### config.mk
export PLATFORM = sky130hd
export DESIGN_NAME = fft_radix2_iter
export DESIGN_NICKNAME = d
export VERILOG_FILES = /design/src/rtl/fft_radix2_iter.sv
export SDC_FILE = /design/constraint.sdc
export NUM_CORES = 2
export LEC_CHECK = 0
export BUFFER_PORTS_ARGS = -buffer_cell sky130_fd_sc_hd__buf_4
export CORE_ASPECT_RATIO = 1.4
export CORE_MARGIN = 10
export CORE_UTILIZATION = 55
export CTS_BUF_LIST = sky130_fd_sc_hd__clkbuf_4 sky130_fd_sc_hd__clkbuf_8
export CTS_CLUSTER_SIZE = 12
export DETAILED_ROUTE_END_ITERATION = 7
export PLACE_DENSITY = 0.79
export SLEW_MARGIN = 20
export SYNTH_ARGS = -nofsm -noshare
export SYNTH_HDL_FRONTEND = slang
export SYNTH_SLANG_ARGS = --single-unit
export TNS_END_PERCENT = 1
### constraint.sdc
create_clock -name clk -period 18.4 [get_ports clk]
set_input_delay 0.92 -clock clk [delete_from_list [all_inputs] [get_ports clk]]
set_output_delay 0.92 -clock clk [all_outputs]
set_load 0.05 [all_outputs]
### src/rtl/fft_radix2_iter.sv
// Iterative in-place radix-2 DIT FFT/IFFT with one time-shared butterfly and valid/ready streaming.
// Optional macro FFT_RADIX2_ITER_SCALE_EN: halve every butterfly output (results become DFT/N).
module fft_radix2_iter #(
    parameter int DATA_WIDTH = 16,
    parameter int TW_WIDTH   = 16,
    parameter int N          = 8
) (
    input  logic                         clk,
    input  logic                         arst_n,
    input  logic                         s_valid,
    output logic                         s_ready,
    input  logic signed [DATA_WIDTH-1:0] s_real,
    input  logic signed [DATA_WIDTH-1:0] s_imag,
    input  logic                         inverse,
    output logic                         m_valid,
    input  logic                         m_ready,
    output logic signed [DATA_WIDTH-1:0] m_real,
    output logic signed [DATA_WIDTH-1:0] m_imag,
    output logic [$clog2(N)-1:0]         m_index,
    output logic                         m_last,
    output logic                         busy,
    output logic                         ovf
);
    localparam int L  = $clog2(N);
    localparam int KW = L - 1;
    localparam int SW = $clog2(L) + 1;
    localparam int PW = DATA_WIDTH + TW_WIDTH + 1;
    localparam int YW = DATA_WIDTH + 2;
    localparam logic [L-1:0]         LAST_IDX = L'(N - 1);
    localparam logic [KW-1:0]        K_MAX    = {KW{1'b1}};
    localparam logic signed [YW-1:0] SAT_MAX  = {3'b000, {(DATA_WIDTH-1){1'b1}}};
    localparam logic signed [YW-1:0] SAT_MIN  = {3'b111, {(DATA_WIDTH-1){1'b0}}};

    typedef enum logic [1:0] {ST_LOAD = 2'd0, ST_CALC = 2'd1, ST_OUT = 2'd2} state_t;

    // Elaboration-time cos/sin of 2*pi*j/N via Q30 Taylor series, rounded to Q2.(TW_WIDTH-2).
    function automatic logic signed [TW_WIDTH-1:0] tw_calc_f(input int j, input logic want_sin);
        longint x, x2, term, acc;
        int     jj, n, shift;
        logic   neg;
        jj  = j;
        neg = 1'b0;
        if (4 * j > N) begin
            jj  = N / 2 - j;
            neg = !want_sin;
        end
        x    = (64'sd3373259426 * longint'(2 * jj)) / longint'(N);
        x2   = (x * x) >>> 30;
        term = want_sin ? x : (64'sd1 <<< 30);
        n    = want_sin ? 1 : 0;
        acc  = 64'sd0;
        for (int it = 0; it < 12; it++) begin
            acc  = acc + term;
            term = -((term * x2) >>> 30) / longint'((n + 1) * (n + 2));
            n    = n + 2;
        end
        shift = 30 - (TW_WIDTH - 2);
        acc   = (acc + (64'sd1 <<< (shift - 1))) >>> shift;
        if (neg) acc = -acc;
        return TW_WIDTH'(acc);
    endfunction

    function automatic logic [L-1:0] bitrev_f(input logic [L-1:0] v);
        logic [L-1:0] r;
        for (int i = 0; i < L; i++) r[i] = v[L-1-i];
        return r;
    endfunction

    // Returns {saturated, value}.
    function automatic logic [DATA_WIDTH:0] sat_f(input logic signed [YW-1:0] v);
        if (v > SAT_MAX)      return {1'b1, SAT_MAX[DATA_WIDTH-1:0]};
        else if (v < SAT_MIN) return {1'b1, SAT_MIN[DATA_WIDTH-1:0]};
        else                  return {1'b0, v[DATA_WIDTH-1:0]};
    endfunction

    logic signed [TW_WIDTH-1:0]   w_tw_cos [N/2];
    logic signed [TW_WIDTH-1:0]   w_tw_sin [N/2];
    logic signed [DATA_WIDTH-1:0] r_mem_re [N];
    logic signed [DATA_WIDTH-1:0] r_mem_im [N];

    for (genvar g = 0; g < N / 2; g++) begin : g_tw
        localparam logic signed [TW_WIDTH-1:0] C_COS = tw_calc_f(g, 1'b0);
        localparam logic signed [TW_WIDTH-1:0] C_SIN = tw_calc_f(g, 1'b1);
        assign w_tw_cos[g] = C_COS;
        assign w_tw_sin[g] = C_SIN;
    end

    state_t                       r_state;
    logic [L-1:0]                 r_load_cnt, r_out_cnt;
    logic [SW-1:0]                r_stage;
    logic [KW-1:0]                r_k;
    logic                         r_inv, r_s_ready, r_m_valid, r_m_last, r_busy, r_ovf;
    logic signed [DATA_WIDTH-1:0] r_m_real, r_m_imag;
    logic [L-1:0]                 r_m_index;

    logic [L-1:0]  w_half, w_mask, w_k_ext, w_addr_a, w_addr_b, w_tw_full, w_out_next;
    logic [SW-1:0] w_tw_sh;
    logic [KW-1:0] w_tw_idx;

    // Butterfly operand addresses and twiddle index for the current (stage, k).
    always_comb begin
        w_half     = L'(1'b1) << r_stage;
        w_mask     = w_half - L'(1'b1);
        w_k_ext    = {1'b0, r_k};
        w_addr_a   = ((w_k_ext >> r_stage) << (r_stage + SW'(1))) + (w_k_ext & w_mask);
        w_addr_b   = w_addr_a + w_half;
        w_tw_sh    = SW'(L - 1) - r_stage;
        w_tw_full  = (w_k_ext & w_mask) << w_tw_sh;
        w_tw_idx   = w_tw_full[KW-1:0];
        w_out_next = r_out_cnt + L'(1'b1);
    end

    logic signed [TW_WIDTH-1:0]   w_w_re, w_w_im;
    logic signed [PW-1:0]         w_pr_full, w_pi_full;
    logic signed [YW-1:0]         w_p_re, w_p_im, w_s0_re, w_s0_im, w_s1_re, w_s1_im;
    logic [DATA_WIDTH:0]          w_y0_re, w_y0_im, w_y1_re, w_y1_im;
    logic                         w_ovf_any;

    // Complex multiply, add/subtract at DATA_WIDTH+2 bits, optional halving, saturation.
    always_comb begin
        w_w_re    = w_tw_cos[w_tw_idx];
        w_w_im    = r_inv ? w_tw_sin[w_tw_idx] : -w_tw_sin[w_tw_idx];
        w_pr_full = PW'(w_w_re) * PW'(r_mem_re[w_addr_b]) - PW'(w_w_im) * PW'(r_mem_im[w_addr_b]);
        w_pi_full = PW'(w_w_re) * PW'(r_mem_im[w_addr_b]) + PW'(w_w_im) * PW'(r_mem_re[w_addr_b]);
        w_p_re    = YW'(w_pr_full >>> (TW_WIDTH - 2));
        w_p_im    = YW'(w_pi_full >>> (TW_WIDTH - 2));
`ifdef FFT_RADIX2_ITER_SCALE_EN
        w_s0_re   = (YW'(r_mem_re[w_addr_a]) + w_p_re) >>> 1;
        w_s0_im   = (YW'(r_mem_im[w_addr_a]) + w_p_im) >>> 1;
        w_s1_re   = (YW'(r_mem_re[w_addr_a]) - w_p_re) >>> 1;
        w_s1_im   = (YW'(r_mem_im[w_addr_a]) - w_p_im) >>> 1;
`else
        w_s0_re   = YW'(r_mem_re[w_addr_a]) + w_p_re;
        w_s0_im   = YW'(r_mem_im[w_addr_a]) + w_p_im;
        w_s1_re   = YW'(r_mem_re[w_addr_a]) - w_p_re;
        w_s1_im   = YW'(r_mem_im[w_addr_a]) - w_p_im;
`endif
        w_y0_re   = sat_f(w_s0_re);
        w_y0_im   = sat_f(w_s0_im);
        w_y1_re   = sat_f(w_s1_re);
        w_y1_im   = sat_f(w_s1_im);
        w_ovf_any = w_y0_re[DATA_WIDTH] | w_y0_im[DATA_WIDTH] | w_y1_re[DATA_WIDTH] | w_y1_im[DATA_WIDTH];
    end

    // Frame storage: bit-reversed load, then in-place butterfly writeback.
    always_ff @(posedge clk) begin
        if (r_state == ST_LOAD && s_valid && r_s_ready) begin
            r_mem_re[bitrev_f(r_load_cnt)] <= s_real;
            r_mem_im[bitrev_f(r_load_cnt)] <= s_imag;
        end else if (r_state == ST_CALC) begin
            r_mem_re[w_addr_a] <= w_y0_re[DATA_WIDTH-1:0];
            r_mem_im[w_addr_a] <= w_y0_im[DATA_WIDTH-1:0];
            r_mem_re[w_addr_b] <= w_y1_re[DATA_WIDTH-1:0];
            r_mem_im[w_addr_b] <= w_y1_im[DATA_WIDTH-1:0];
        end
    end

    // Control FSM with registered stream outputs.
    always_ff @(posedge clk or negedge arst_n) begin
        if (!arst_n) begin
            r_state    <= ST_LOAD;
            r_load_cnt <= '0;
            r_out_cnt  <= '0;
            r_stage    <= '0;
            r_k        <= '0;
            r_inv      <= 1'b0;
            r_s_ready  <= 1'b1;
            r_m_valid  <= 1'b0;
            r_m_last   <= 1'b0;
            r_m_index  <= '0;
            r_busy     <= 1'b0;
            r_ovf      <= 1'b0;
            r_m_real   <= '0;
            r_m_imag   <= '0;
        end else begin
            case (r_state)
                ST_LOAD: begin
                    if (s_valid && r_s_ready) begin
                        if (r_load_cnt == '0) begin
                            r_inv <= inverse;
                            r_ovf <= 1'b0;
                        end
                        if (r_load_cnt == LAST_IDX) begin
                            r_state    <= ST_CALC;
                            r_s_ready  <= 1'b0;
                            r_busy     <= 1'b1;
                            r_load_cnt <= '0;
                            r_stage    <= '0;
                            r_k        <= '0;
                        end else begin
                            r_load_cnt <= r_load_cnt + L'(1'b1);
                        end
                    end
                end
                ST_CALC: begin
                    if (w_ovf_any) r_ovf <= 1'b1;
                    if (r_k == K_MAX) begin
                        r_k <= '0;
                        if (r_stage == SW'(L - 1)) begin
                            // Final butterfly writes N/2-1 and N-1, so entry 0 is already settled.
                            r_state   <= ST_OUT;
                            r_m_valid <= 1'b1;
                            r_out_cnt <= '0;
                            r_m_index <= '0;
                            r_m_last  <= 1'b0;
                            r_m_real  <= r_mem_re[0];
                            r_m_imag  <= r_mem_im[0];
                        end else begin
                            r_stage <= r_stage + SW'(1);
                        end
                    end else begin
                        r_k <= r_k + KW'(1);
                    end
                end
                ST_OUT: begin
                    if (m_ready) begin
                        if (r_m_last) begin
                            r_state   <= ST_LOAD;
                            r_m_valid <= 1'b0;
                            r_m_last  <= 1'b0;
                            r_busy    <= 1'b0;
                            r_s_ready <= 1'b1;
                            r_out_cnt <= '0;
                        end else begin
                            r_out_cnt <= w_out_next;
                            r_m_index <= w_out_next;
                            r_m_last  <= (w_out_next == LAST_IDX);
                            r_m_real  <= r_mem_re[w_out_next];
                            r_m_imag  <= r_mem_im[w_out_next];
                        end
                    end
                end
                default: begin
                    r_state   <= ST_LOAD;
                    r_s_ready <= 1'b1;
                    r_m_valid <= 1'b0;
                    r_m_last  <= 1'b0;
                    r_busy    <= 1'b0;
                end
            endcase
        end
    end

    assign s_ready = r_s_ready;
    assign m_valid = r_m_valid;
    assign m_last  = r_m_last;
    assign m_index = r_m_index;
    assign m_real  = r_m_real;
    assign m_imag  = r_m_imag;
    assign busy    = r_busy;
    assign ovf     = r_ovf;
endmodule

==> results_dict.tcl <==
set metrics [dict create \
    coreArea_mm2 0.0994 \
    crit_path_frequent_cell "fa_1" \
    endpoint_kind "register" \
    gp_congestion 1.01 \
    htreeDepth 2 \
    drt-met1-wl_um 51200 \
    avgRoutedWirePerCell_um 25.0 \
    dr_wl_met2_um 80200 \
    cpMaxStageDelayCell "fa_4" \
    slew_violations 0 \
    synthTopCellsByArea "fa_1, edfxtp_1, inv_1" \
    grt_pass1_vias 42800 \
    syn-instance-count 5078 \
    max_freq_mhz 56.5 \
    max_slew_margin 0.216 \
    clock_sinks 310 \
    drc_errors 0 \
    dieWidth_um 287 \
    io_buffers 76 \
    grt_usage 0.290 \
    required_ps 18690 \
    synth_flop_cell "edfxtp_1" \
    cpPeakStageDelay_ps 1350 \
    antenna_found_initial 2 \
    rr_startpoint "r_stage[0]" \
    worst_pin_slew_ps 1140 \
    num_vias 38900 \
    cts_root_buf "clkbuf_8" \
    syn_area_mm2 0.0550 \
    highest_layer "met4" \
    status "finished clean" \
    fin_crit_ps 17700 \
    finClkSkew_ps 24.7 \
    via_per_inst 6.02 \
    setup_violations 0 \
    start_kind "register" \
    yosys_warnings 0 \
    postRouteAntennaNets 0 \
    crit_arrival_ps 17990 \
    cts_tree "built" \
    hold_viol 0 \
    crit_type "reg -> reg" \
    io_pins 77 \
    synth-edff-count 256 \
    drive_above_1_share 0.107 \
    wl_met3_um 12900 \
    cts_inserted_buffers 39 \
    mostFrequentLayoutCells "inv_1, fa_1, ha_1, mux2i_1, edfxtp_1" \
    ys_seq_area_frac 0.164 \
    syn-num-nets 6501 \
    netlist.area_leader.share 0.369 \
    num-fill-cells 8127 \
    rr_worst_depth 44 \
    cts_max_path_buffers 3 \
    rr_endpoint "r_mem_im[2][2]" \
    die_h_um 394 \
    maxCapViolations 0 \
    drt_iter0_drc 3527 \
    fin_tns_setup_ps 0 \
    rsz0062_at_grt "false" \
    dp_hpwl_um 131000 \
    synth_seq_cells 310 \
    hp-class "in -> async" \
    grt_pass1_wl_um 248000 \
    finalCritPeriodShare 0.962 \
    yosysTopAreaCell "fa_1" \
    cts_hold_buf 0 \
    synth.distinct_cells 83 \
    clk_pin_slew_ps 80 \
    reg2reg_setup_slack_ps 700 \
    first_pass_iters 8 \
    clkLatencyLatePin_ps 600 \
    grt_start_max_net_pins 68 \
    wl_um 161000 \
    synthArstFlopShare 0.174 \
    dieArea_mm2 0.113 \
    start_util 0.553 \
    layout_commonest_cell "inv_1" \
    syn_area_per_cell_um2 10.8 \
    finalNetCount 6529 \
    cp_max_fo 37 \
    row_count 137 \
    area_growth_syn_to_layout_pct 6.07 \
    grt_overflow_total 0 \
]
==> worst max-delay path, delay by kind of cell, from the launching register on <==
| family | cells | cell delay, ps |
|---|---|---|
| compound gates | 8 | 3210 |
| xor+xnor | 2 | 980 |
| fa+ha+maj | 14 | 7280 |
| buf+inv | 6 | 940 |
| flops | 1 | 460 |
| mux | 2 | 1190 |
| simple gates | 12 | 3300 |
==> through the flow <==
step	utilization	instance area (um^2)	instances	hold slack, ps	worst slack (ps)
final	0.587	58400	6458	397	704
after global routing	0.587	58400	6457	452	141
after CTS	0.587	58300	6456	418	739
after detailed placement	0.578	57500	6385	475	767
after global placement	0.578	57500	6384	467	716
after floorplan	-	55000	5078	470	3090
==> flip-flops by register name, summed over array words and instances, names as in the netlist, 2 cells and up <==
name and count:
m_imag 16, m_index 3, m_real 16, r_k 2, r_load_cnt 3, r_mem_im 128
r_mem_re 128, r_out_cnt 3, r_stage 3, r_state 2
==> synth_stat cells, types with 5 or more instances <==
cell type	count
nor3b_1	5
nand3_1	24
nand2_1	234
xnor2_1	112
o21a_1	11
fa_1	1013
mux4_2	192
a31oi_1	11
o211ai_1	6
ha_1	373
a22oi_1	16
nor3_1	44
mux2i_1	285
nand4_1	9
o21bai_1	28
or2_2	65
or3_1	29
and2_1	14
a221oi_1	7
nand2b_1	78
clkbuf_1	116
o21ai_0	119
xor2_1	40
a21o_1	26
a21oi_1	154
inv_1	1291
nor2b_1	50
buf_1	46
nor2_1	205
a21oi_2	6
o22ai_1	34
edfxtp_1	256
dfrtp_1	53
buf_2	10
o31ai_1	16
a211oi_1	12
==> kinds of logic after synthesis <==
kind of cell               Yosys count  share of synthesized area
xor gates and xnor gates           155                     0.0255
AOI/OAI and AO/OA                  498                     0.0568
DFF                                310                      0.164
buffers and inverters             1468                      0.101
and+or+nand+nor                    779                     0.0679
adders and majority gates         1386                      0.453
muxes                              481                      0.132
other                                1                  0.0000682
==> worst max path at each step <==
stage,startpoint,end,slack [ps],cells after the start
global route,r_stage[0],r_mem_re[5][13],140,52
detailed placement,r_stage[0],r_mem_im[2][2],770,44
floorplan,r_stage[0],r_mem_re[0][4],3090,58
global placement,r_stage[0],ovf,720,45
finish,r_stage[0],r_mem_im[2][2],700,44
CTS,r_stage[0],r_mem_im[2][2],740,44
==> per-layer routing <==
| metal | vias to the layer above | global-route usage |
|---|---|---|
| met1 | 19700 | 0.316 |
| met2 | 2184 | 0.490 |
| met5 | - | 0 |
| met4 | 0 | 0.243 |
| met3 | 768 | 0.0471 |
| li1 | 16200 | - |
==> final cells by class <==
type                    count  area [um^2]  share of cell area
inverters                1293         4850              0.0832
multi-input cells        3300        40700               0.698
clock inverters            11          109             0.00187
flip-flops and latches    310         9040               0.155
repair buffers            162         1230              0.0210
diodes                      2         5.00           0.0000858
well taps                1320         1650              0.0283
clock buffers              60          726              0.0124
==> what timing repair did <==
item	4_1_cts	5_1_grt
setup buffers	0	0
setup endpoints to repair	0	102
resized for setup	0	2
Power is left out: the tool's default activity adds up to more than one toggle a clock period on the data nets, which glitch-free logic cannot reach.
